File: config.mk
export PLATFORM = sky130hd
export DESIGN_NAME = button_pulse_gen
export DESIGN_NICKNAME = d
export VERILOG_FILES = /design/src/rtl/button_pulse_gen.sv
export SDC_FILE = /design/constraint.sdc
export NUM_CORES = 1
export LEC_CHECK = 0
export ABC_AREA = 1
export CORE_ASPECT_RATIO = 0.5
export CORE_MARGIN = 3
export CORE_UTILIZATION = 25
export CTS_CLUSTER_DIAMETER = 100
export DETAILED_ROUTE_END_ITERATION = 8
export GPL_TIMING_DRIVEN = 1
export PLACE_DENSITY = 0.47
export REMOVE_ABC_BUFFERS = 1
export SLEW_MARGIN = 20
export SYNTH_ARGS = -nofsm -noshare
export SYNTH_HDL_FRONTEND = slang
export SYNTH_SLANG_ARGS = --single-unit
File: constraint.sdc
create_clock -name clk -period 4.1 [get_ports clk]
set_clock_uncertainty 0.2 [all_clocks]
set_input_delay 0.41 -clock clk [delete_from_list [all_inputs] [get_ports clk]]
set_output_delay 0.41 -clock clk [all_outputs]
set_load 0.03 [all_outputs]
File: src/rtl/button_pulse_gen.sv
// button_pulse_gen: synchronised, debounced push-button producing single-cycle command pulses with long-press and auto-repeat
module button_pulse_gen #(
    parameter int DEBOUNCE_CYCLES = 500000,
    parameter int HOLD_CYCLES     = 50000000,
    parameter int REPEAT_CYCLES   = 12500000,
    parameter bit REPEAT_EN       = 1'b1
) (
    input  logic clk,
    input  logic rst_n,
    input  logic btn_raw,
    output logic pulse,
    output logic level,
    output logic held
);
    localparam int MAX_DH     = (DEBOUNCE_CYCLES > HOLD_CYCLES) ? DEBOUNCE_CYCLES : HOLD_CYCLES;
    localparam int MAX_CYCLES = (MAX_DH > REPEAT_CYCLES) ? MAX_DH : REPEAT_CYCLES;
    localparam int CW         = $clog2(MAX_CYCLES);
    localparam logic [CW-1:0] DB_LAST   = CW'(DEBOUNCE_CYCLES - 1);
    localparam logic [CW-1:0] HOLD_LAST = CW'(HOLD_CYCLES - 1);
    localparam logic [CW-1:0] REP_LAST  = CW'(REPEAT_CYCLES - 1);

    typedef enum logic [2:0] {IDLE, DB_PRESS, DOWN, HOLD, DB_REL} state_e;

    state_e        state_q, state_d;
    logic [CW-1:0] cnt_q, cnt_d;
    logic          sync1_q, sync2_q;
    logic          pulse_q, pulse_d;
    logic          level_q, level_d;
    logic          held_q, held_d;

    assign pulse = pulse_q;
    assign level = level_q;
    assign held  = held_q;

    // two-flop synchroniser for the asynchronous button pin
    always_ff @(posedge clk or negedge rst_n) begin
        if (!rst_n) begin
            sync1_q <= 1'b0;
            sync2_q <= 1'b0;
        end else begin
            sync1_q <= btn_raw;
            sync2_q <= sync1_q;
        end
    end

    // state, shared counter and registered outputs
    always_ff @(posedge clk or negedge rst_n) begin
        if (!rst_n) begin
            state_q <= IDLE;
            cnt_q   <= '0;
            pulse_q <= 1'b0;
            level_q <= 1'b0;
            held_q  <= 1'b0;
        end else begin
            state_q <= state_d;
            cnt_q   <= cnt_d;
            pulse_q <= pulse_d;
            level_q <= level_d;
            held_q  <= held_d;
        end
    end

    // debounce, long-press and repeat decisions; counter restarts on every transition
    always_comb begin
        state_d = state_q;
        cnt_d   = cnt_q + CW'(1);
        pulse_d = 1'b0;
        level_d = level_q;
        held_d  = held_q;
        case (state_q)
            IDLE: begin
                cnt_d = '0;
                if (sync2_q) state_d = DB_PRESS;
            end
            DB_PRESS: begin
                if (!sync2_q) begin
                    state_d = IDLE;
                    cnt_d   = '0;
                end else if (cnt_q == DB_LAST) begin
                    state_d = DOWN;
                    cnt_d   = '0;
                    level_d = 1'b1;
                    pulse_d = 1'b1;
                end
            end
            DOWN: begin
                if (!sync2_q) begin
                    state_d = DB_REL;
                    cnt_d   = '0;
                end else if (cnt_q == HOLD_LAST) begin
                    state_d = HOLD;
                    cnt_d   = '0;
                    held_d  = 1'b1;
                    pulse_d = REPEAT_EN;
                end
            end
            HOLD: begin
                if (!sync2_q) begin
                    state_d = DB_REL;
                    cnt_d   = '0;
                end else if (cnt_q == REP_LAST) begin
                    cnt_d   = '0;
                    pulse_d = REPEAT_EN;
                end
            end
            DB_REL: begin
                if (sync2_q) begin
                    state_d = held_q ? HOLD : DOWN;
                    cnt_d   = '0;
                end else if (cnt_q == DB_LAST) begin
                    state_d = IDLE;
                    cnt_d   = '0;
                    level_d = 1'b0;
                    held_d  = 1'b0;
                end
            end
            default: begin
                state_d = IDLE;
                cnt_d   = '0;
            end
        endcase
    end
endmodule
==> key figures, run 1 <==
STA
  – Relative slew slack: 48.18%
  – Final period utilization: 53.31%
  – Final Hold Fails: 0
  – Worst Max-Slew Pin Slew: 0.7774 ns
  – # setup viols final: 0
  – Tmin final: 2.186 ns
  – Post-route setup TNS: 0 ns
  – Slew Viols, Final: 0
  – Peak Freq: ~460 MHz
  – Unrepaired setup endpoints after global routing: false

Routing
  – Total number of vias: 1786
  – TritonRoute pass-1 iters: 4
  – DR WL met3: 93 microns
  – Drt total wl: 4979 microns
  – Routed WL per cell: between 10 and 15 microns
  – Number of DRC markers in iteration 0: 120
  – Top sig layer: met4
  – DRC errors left: 0
  – Antenna Nets Post-Route: 0
  – Routed wl met2: 2155 microns
  – WL met1: 2698 microns
  – Vias per cell: 4.388

Layout
  – Fillers: 832
  – Ant diodes: 0
  – Layout cells sized above 1: 10.37%
  – Area Growth Syn to Fin: 15.42%
  – Final instance area: 2416 sq um
  – Final Net Count: roughly 300
  – Commonest cells after routing, fill and taps aside: nor2_1, nand2_1, inv_1, dfrtp_1

Setup path
  – Critical path capture point type: register
  – Arrival time of the worst setup path: 2.14 ns
  – Critical path class: register to register
  – Worst EP required: 4.05 ns
  – Worst setup SP type: register
  – Reg2Reg Setup Slack: 1.91 ns
  – CP Max Fanout: 23

Run status
  – Status: complete, no violations

Clock tree
  – Post-cts repair resize count: 0
  – CTS tree: done
  – Post-CTS Hold Fix Bufs: 0
  – Num CTS Buffers: 5
  – CTS clk-pin slew, worst paths: 0.06 ns
  – CTS root buf: clkbuf_16
  – Worst-Skew Late Latency: 0.28 ns
  – H-tree levels: 2
  – Worst-case clock buffer depth: 2
  – Setup Buffers After CTS: 0
  – Clock sink count: 34

Logic synthesis
  – Post-Syn Instances: 289
  – Post-synthesis sequential area ratio: 40.65%
  – Syn_area_per_cell: roughly 7.2 sq um
  – Netlist Area Pre-Place: 2093 sq um
  – Synth warn: 0
  – Yosys reg bits: 34
  – Count of cell types in the netlist: 25

Place
  – RD Place Congestion: 0.8945
  – Port Buffers: 5
  – HPWL after DPL: about 3700 microns
  – Post-DP Area: between 2000 and 2500 sq um

Power
  – Worst VDD drop: 0.1580 mV
  – Tot Pwr: between 1 and 1.5 mW
  – Lkg Pwr: 0.9878 nW
  – Pwr per Cell Area: 447.2 nW/um^2

GRT
  – Grt ovf: 0
  – Largest net degree at the start of global routing: 35
  – Tot GR Track Use: 11.26%
  – Vias in the first global route: 1766
  – First-pass GRT wire length: 8597 microns
  – Initial antenna violation count: 0

Min path
  – Hold WC Path Type: primary input to asynchronous set/reset pin

Floorplanning
  – DIE AREA: approximately 9600 sq um
  – Die Span Y: 70.71 microns
  – Initial cell density of the core: 27.16%
  – Core area: ~7700 sq um
  – Die width: 135.4 microns
  – I/O Pins: 6
  – Row count: 22

Flow run
  – Max-Cap Viols: 0
## per-layer routing
| metal | GRT usage, % | vias up |
|---|---|---|
| li1 | - | 921 |
| met1 | 15.86 | 841 |
| met2 | 17.46 | 21 |
| met3 | 2.131 | 3 |
| met4 | 3.687 | 0 |
| met5 | 0 | - |
## flip-flops by register name (all words and copies together) (netlist names)
register,count
sync2_q,1
state_q,3
level,1
held,1
pulse,1
sync1_q,1
cnt_q,26
## layout make-up
type | instances | area, sq um | share of cell area (%)
Multi-Input combinational cell | 218 | 1085 | 44.90
Sequential cell | 34 | 850.8 | 35.21
Clock buffer | 6 | 138.9 | 5.748
Tap cell | 108 | 135.1 | 5.593
Inverter | 35 | 131.4 | 5.438
Timing Repair Buffer | 5 | 45.04 | 1.864
Clock inverter | 1 | 30.03 | 1.243
## path summary, 6_finish.rpt
check | start | end | cells past startpoint
worst max-delay path | cnt_q[0] | cnt_q[20] | 8
worst min-delay path | rst_n | cnt_q[19] | 1
worst max register to register | cnt_q[0] | cnt_q[20] | 8
worst min register to register | sync1_q | sync2_q | 0
max in group asynchronous | rst_n | state_q[2] | 1
min in group clk | sync1_q | sync2_q | 0
## through the flow
step	hold WS (ns)	cells	worst slack, ns	util, %
2_1_floorplan	-0.08559	287	2.206	-
3_3_place_gp	0.1340	400	2.009	29.16
4_1_cts	0.04296	407	1.883	31.35
5_1_grt	0.07620	407	1.725	31.35
6_report	0.005555	407	1.914	31.35
3_5_place_dp	0.1347	400	1.894	29.16
## Yosys cell counts
| cell | count | area, sq um |
|---|---|---|
| nand3_2 | 1 | 10.01 |
| buf_8 | 1 | 15.01 |
| o21bai_1 | 2 | 15.01 |
| o21ai_0 | 8 | 40.04 |
| inv_1 | 34 | 127.6 |
| nand4_1 | 10 | 62.56 |
| nor2_8 | 1 | 20.02 |
| o21a_1 | 1 | 7.510 |
| inv_2 | 1 | 3.750 |
| nand3b_1 | 2 | 15.01 |
| nand2_1 | 64 | 240.2 |
| nor2_2 | 13 | 81.33 |
| o22ai_1 | 1 | 6.260 |
| xnor2_1 | 5 | 43.79 |
| nor2_1 | 64 | 240.2 |
| xor2_1 | 13 | 113.9 |
| ha_1 | 1 | 12.51 |
| nor3_1 | 7 | 35.03 |
| nand2_4 | 1 | 11.26 |
| dfrtp_1 | 34 | 850.8 |
| o211ai_1 | 1 | 7.510 |
| nand3_1 | 13 | 65.06 |
| nand2_2 | 6 | 37.54 |
| buf_6 | 1 | 11.26 |
| a21oi_1 | 4 | 20.02 |
## report_power, final
part	internal, mW	switching [mW]	total [mW]	leakage [nW]
logic	0.0722	0.190	0.262	0.438
registers	0.357	0.0186	0.376	0.467
clock network	0.300	0.143	0.443	0.0829
total	0.729	0.351	1.08	0.988
## critical path, cell delays in order, from the launching register on
cell and delay, ns:
dfrtp_1 0.39, ha_1 0.21, nand2_2 0.09, nor3_1 0.27, nand3_1 0.21, nand2_2 0.13, nand2_4 0.08, nor2_8 0.36
nor2_1 0.09
## logic make-up (layout without fill, tap and decap cells)
family | after synthesis | count (layout) | share of synthesized area (%)
and+or+nand+nor | 182 | 182 | 39.09
buffers and inverters | 37 | 47 | 7.531
DFF | 34 | 34 | 40.65
xor gates and xnor gates | 18 | 18 | 7.531
AOI/OAI and AO/OA | 17 | 17 | 4.603
adders and majority gates | 1 | 1 | 0.5976
Power figures use the tool's default switching activity.
==> run 2: changes to the inputs <==
- PLACE_DENSITY: 0.47 -> 0.48
- clock period: 4.1 -> 1.8 ns (I/O delays scaled with it)
==> run 2 against run 1 <==
The flow now finishes with violations (setup timing). Final area is 27% higher. First-iteration DRC count down 14%. Worst hold slack improved by 0.13 ns. Sequential power grew 130%. Register-to-register slack got worse by 2.0 ns. Global-route usage increased by 1.7 points. Critical path depth increased by 4. Flip-flop and latch count unchanged. Die area unchanged. Worst setup slack got worse by 2.0 ns. Via count increased by 16%. Critical endpoint is now cnt_q[14]. Highest routed layer unchanged.
==> key figures, run 2 (same netlist as run 1, synthesis figures left out) <==
Routing
  – Antenna Nets Post-Route: 0 (unchanged)
  – Routed WL per cell: 12.56 microns (+2.6%)
  – Total number of vias: 2068 (+16%)
  – Drt total wl: 5851 microns (+18%)
  – Vias per cell: 4.438 (+1.1%)
  – TritonRoute pass-1 iters: 4 (unchanged)
  – Number of DRC markers in iteration 0: 103 (-14%)
  – DRC errors left: 0 (unchanged)

Place
  – Post-DP Area: 2660 sq um (+18%)
  – HPWL after DPL: 4409 microns (+18%)
  – Place WS: -0.1217 ns (-2.016 ns)
  – RD Place Congestion: 0.9153 (+2.3%)
  – Placed Cells: 450 (+13%)
  – Port Buffers: 5 (unchanged)

Min path
  – WHS Path Cells: 1
  – Hold WC Path Type: primary input to register

Layout
  – Max reg flops: 26 (unchanged)
  – Biggest register: cnt_q
  – Ant diodes: 0 (unchanged)
  – Finished Layout Cells: 466 (+14%)
  – Largest regs: cnt_q x26, state_q x3
  – Final Net Count: 361 (+19%)
  – Commonest non-fill, non-tap cell in the layout: nand2_1
  – Area Growth Syn to Fin: 47.16%
  – Final instance area: 3080 sq um (+27%)
  – Final Core Density: 39.97% (+8.6 points)
  – Commonest cells after routing, fill and taps aside: nand2_1, buf_4, nor2_1
  – Layout cells sized above 1: 32.96% (+23 points)

Floorplanning
  – I/O Pins: 6 (unchanged)
  – DIE AREA: 9574 sq um (unchanged)
  – Die width: 135.4 microns (unchanged)
  – Die Span Y: 70.71 microns (unchanged)
  – Row count: 22 (unchanged)
  – Core area: 7707 sq um (unchanged)
  – Initial cell density of the core: 27.16% (unchanged)

Clock tree
  – Worst-Skew Late Latency: 0.28 ns (about the same)
  – CTS root buf: clkbuf_16
  – Num CTS Buffers: 5 (unchanged)
  – CTS clk-pin slew, worst paths: 0.05 ns (about the same)
  – H-tree levels: 2 (unchanged)
  – Worst-case clock buffer depth: 2 (unchanged)
  – Clock sink count: 34 (unchanged)
  – CTS tree: done

STA
  – Final setup margin: -0.07503 ns (-1.989 ns)
  – # setup viols final: 21 (+21)
  – Worst hold slack: 0.1395 ns (+0.1339 ns)
  – Worst Max-Slew Pin Slew: 0.4381 ns (-0.3392 ns)
  – Relative slew slack: 70.79% (+23 points)
  – Unrepaired setup endpoints after global routing: true
  – Peak Freq: 533.3 MHz (+17%)
  – Slew Viols, Final: 0 (unchanged)
  – Post-route setup TNS: -1.199 ns (-1.199 ns)
  – Final period utilization: 104.2% (+51 points)
  – Final Hold Fails: 0 (unchanged)
  – Tmin final: 1.875 ns (-0.3107 ns)

Power
  – Tot Pwr: 2.948 mW (+170%)
  – Worst VDD drop: 0.5492 mV (+250%)
  – Lkg Pwr: 1.344 nW (+36%)
  – Pwr per Cell Area: 957.1 nW/um^2 (+110%)

GRT
  – Largest net degree at the start of global routing: 19 (-46%)
  – Grt ovf: 0 (unchanged)
  – Met3 global-route usage: 2.131% (unchanged)
  – Met2 Usage GRT: 19.66% (+2.2 points)
  – Gr busiest metal: met2
  – Tot GR Track Use: 13.00% (+1.7 points)
  – Grt met1 use: 19.16% (+3.3 points)
  – First-pass GRT wire length: 9970 microns (+16%)
  – Initial antenna violation count: 0 (unchanged)
  – Vias in the first global route: 2078 (+18%)

Setup path
  – Worst EP required: 1.76 ns (-2.29 ns)
  – Worst setup SP type: register
  – Worst R2R Path Depth: 12 (+4)
  – Critical path class: register to register
  – Critical path capture point type: register
  – Arrival time of the worst setup path: 1.84 ns (-0.30 ns)
  – CP Max Fanout: 7 (-70%)

Run status
  – Status: finished with violations
  – Failing checks: setup timing

Flow run
  – Max-Cap Viols: 0 (unchanged)
==> run 2: timing repair <==
item	CTS	global route
pin swaps	9	11
hold buffers	1	0
resized for setup	23	23
cloned	2	0
endpoints found under the setup margin	31	32
setup buffers	6	1
endpoints found under the hold margin	34	0
==> run 2: path summary, 6_finish.rpt <==
kind                       startpoint        end  slack [ns]
setup / recovery             cnt_q[0]  cnt_q[14]       -0.08
hold / removal                btn_raw    sync1_q        0.14
setup reg to reg             cnt_q[0]  cnt_q[14]       -0.08
hold reg to reg               sync1_q    sync2_q        0.15
max in group asynchronous       rst_n   cnt_q[6]        0.78
min in group asynchronous       rst_n  cnt_q[16]        0.18
==> run 2: report_power, final <==
| group | leakage [nW] | switching (mW) | total (mW) | internal (mW) |
|---|---|---|---|---|
| registers | 0.465 | 0.0410 | 0.854 | 0.813 |
| clock network | 0.0832 | 0.315 | 0.942 | 0.626 |
| logic | 0.796 | 0.612 | 1.15 | 0.541 |
==> run 2: cell type report <==
type | instances | area (sq um)
fillers | 789 | 4627
clock buffers | 8 | 166.4
well taps | 108 | 135.1
inverters | 35 | 131.4
multi-input cells | 218 | 1239
flip-flops and latches | 34 | 852.1
repair buffers | 63 | 556.8
==> run 2: worst max-delay path: stages, from the launching register on <==
cell     delay, ns
dfrtp_1       0.38
ha_4          0.16
nand2_4       0.07
nor2_4        0.09
nand2_2       0.08
nor2_2        0.10
nand2_1       0.09
nand2_2       0.09
nand2_4       0.07
nor2_8        0.13
buf_12        0.13
buf_12        0.12
nor2_1        0.04
==> run 2: per-layer routing <==
metal  share of wire (%)  wire length (microns)
met3                 2.6                    155
met4                 1.1                     63
met1                  52                   3030
met5                   0                      0
met2                  44                   2601
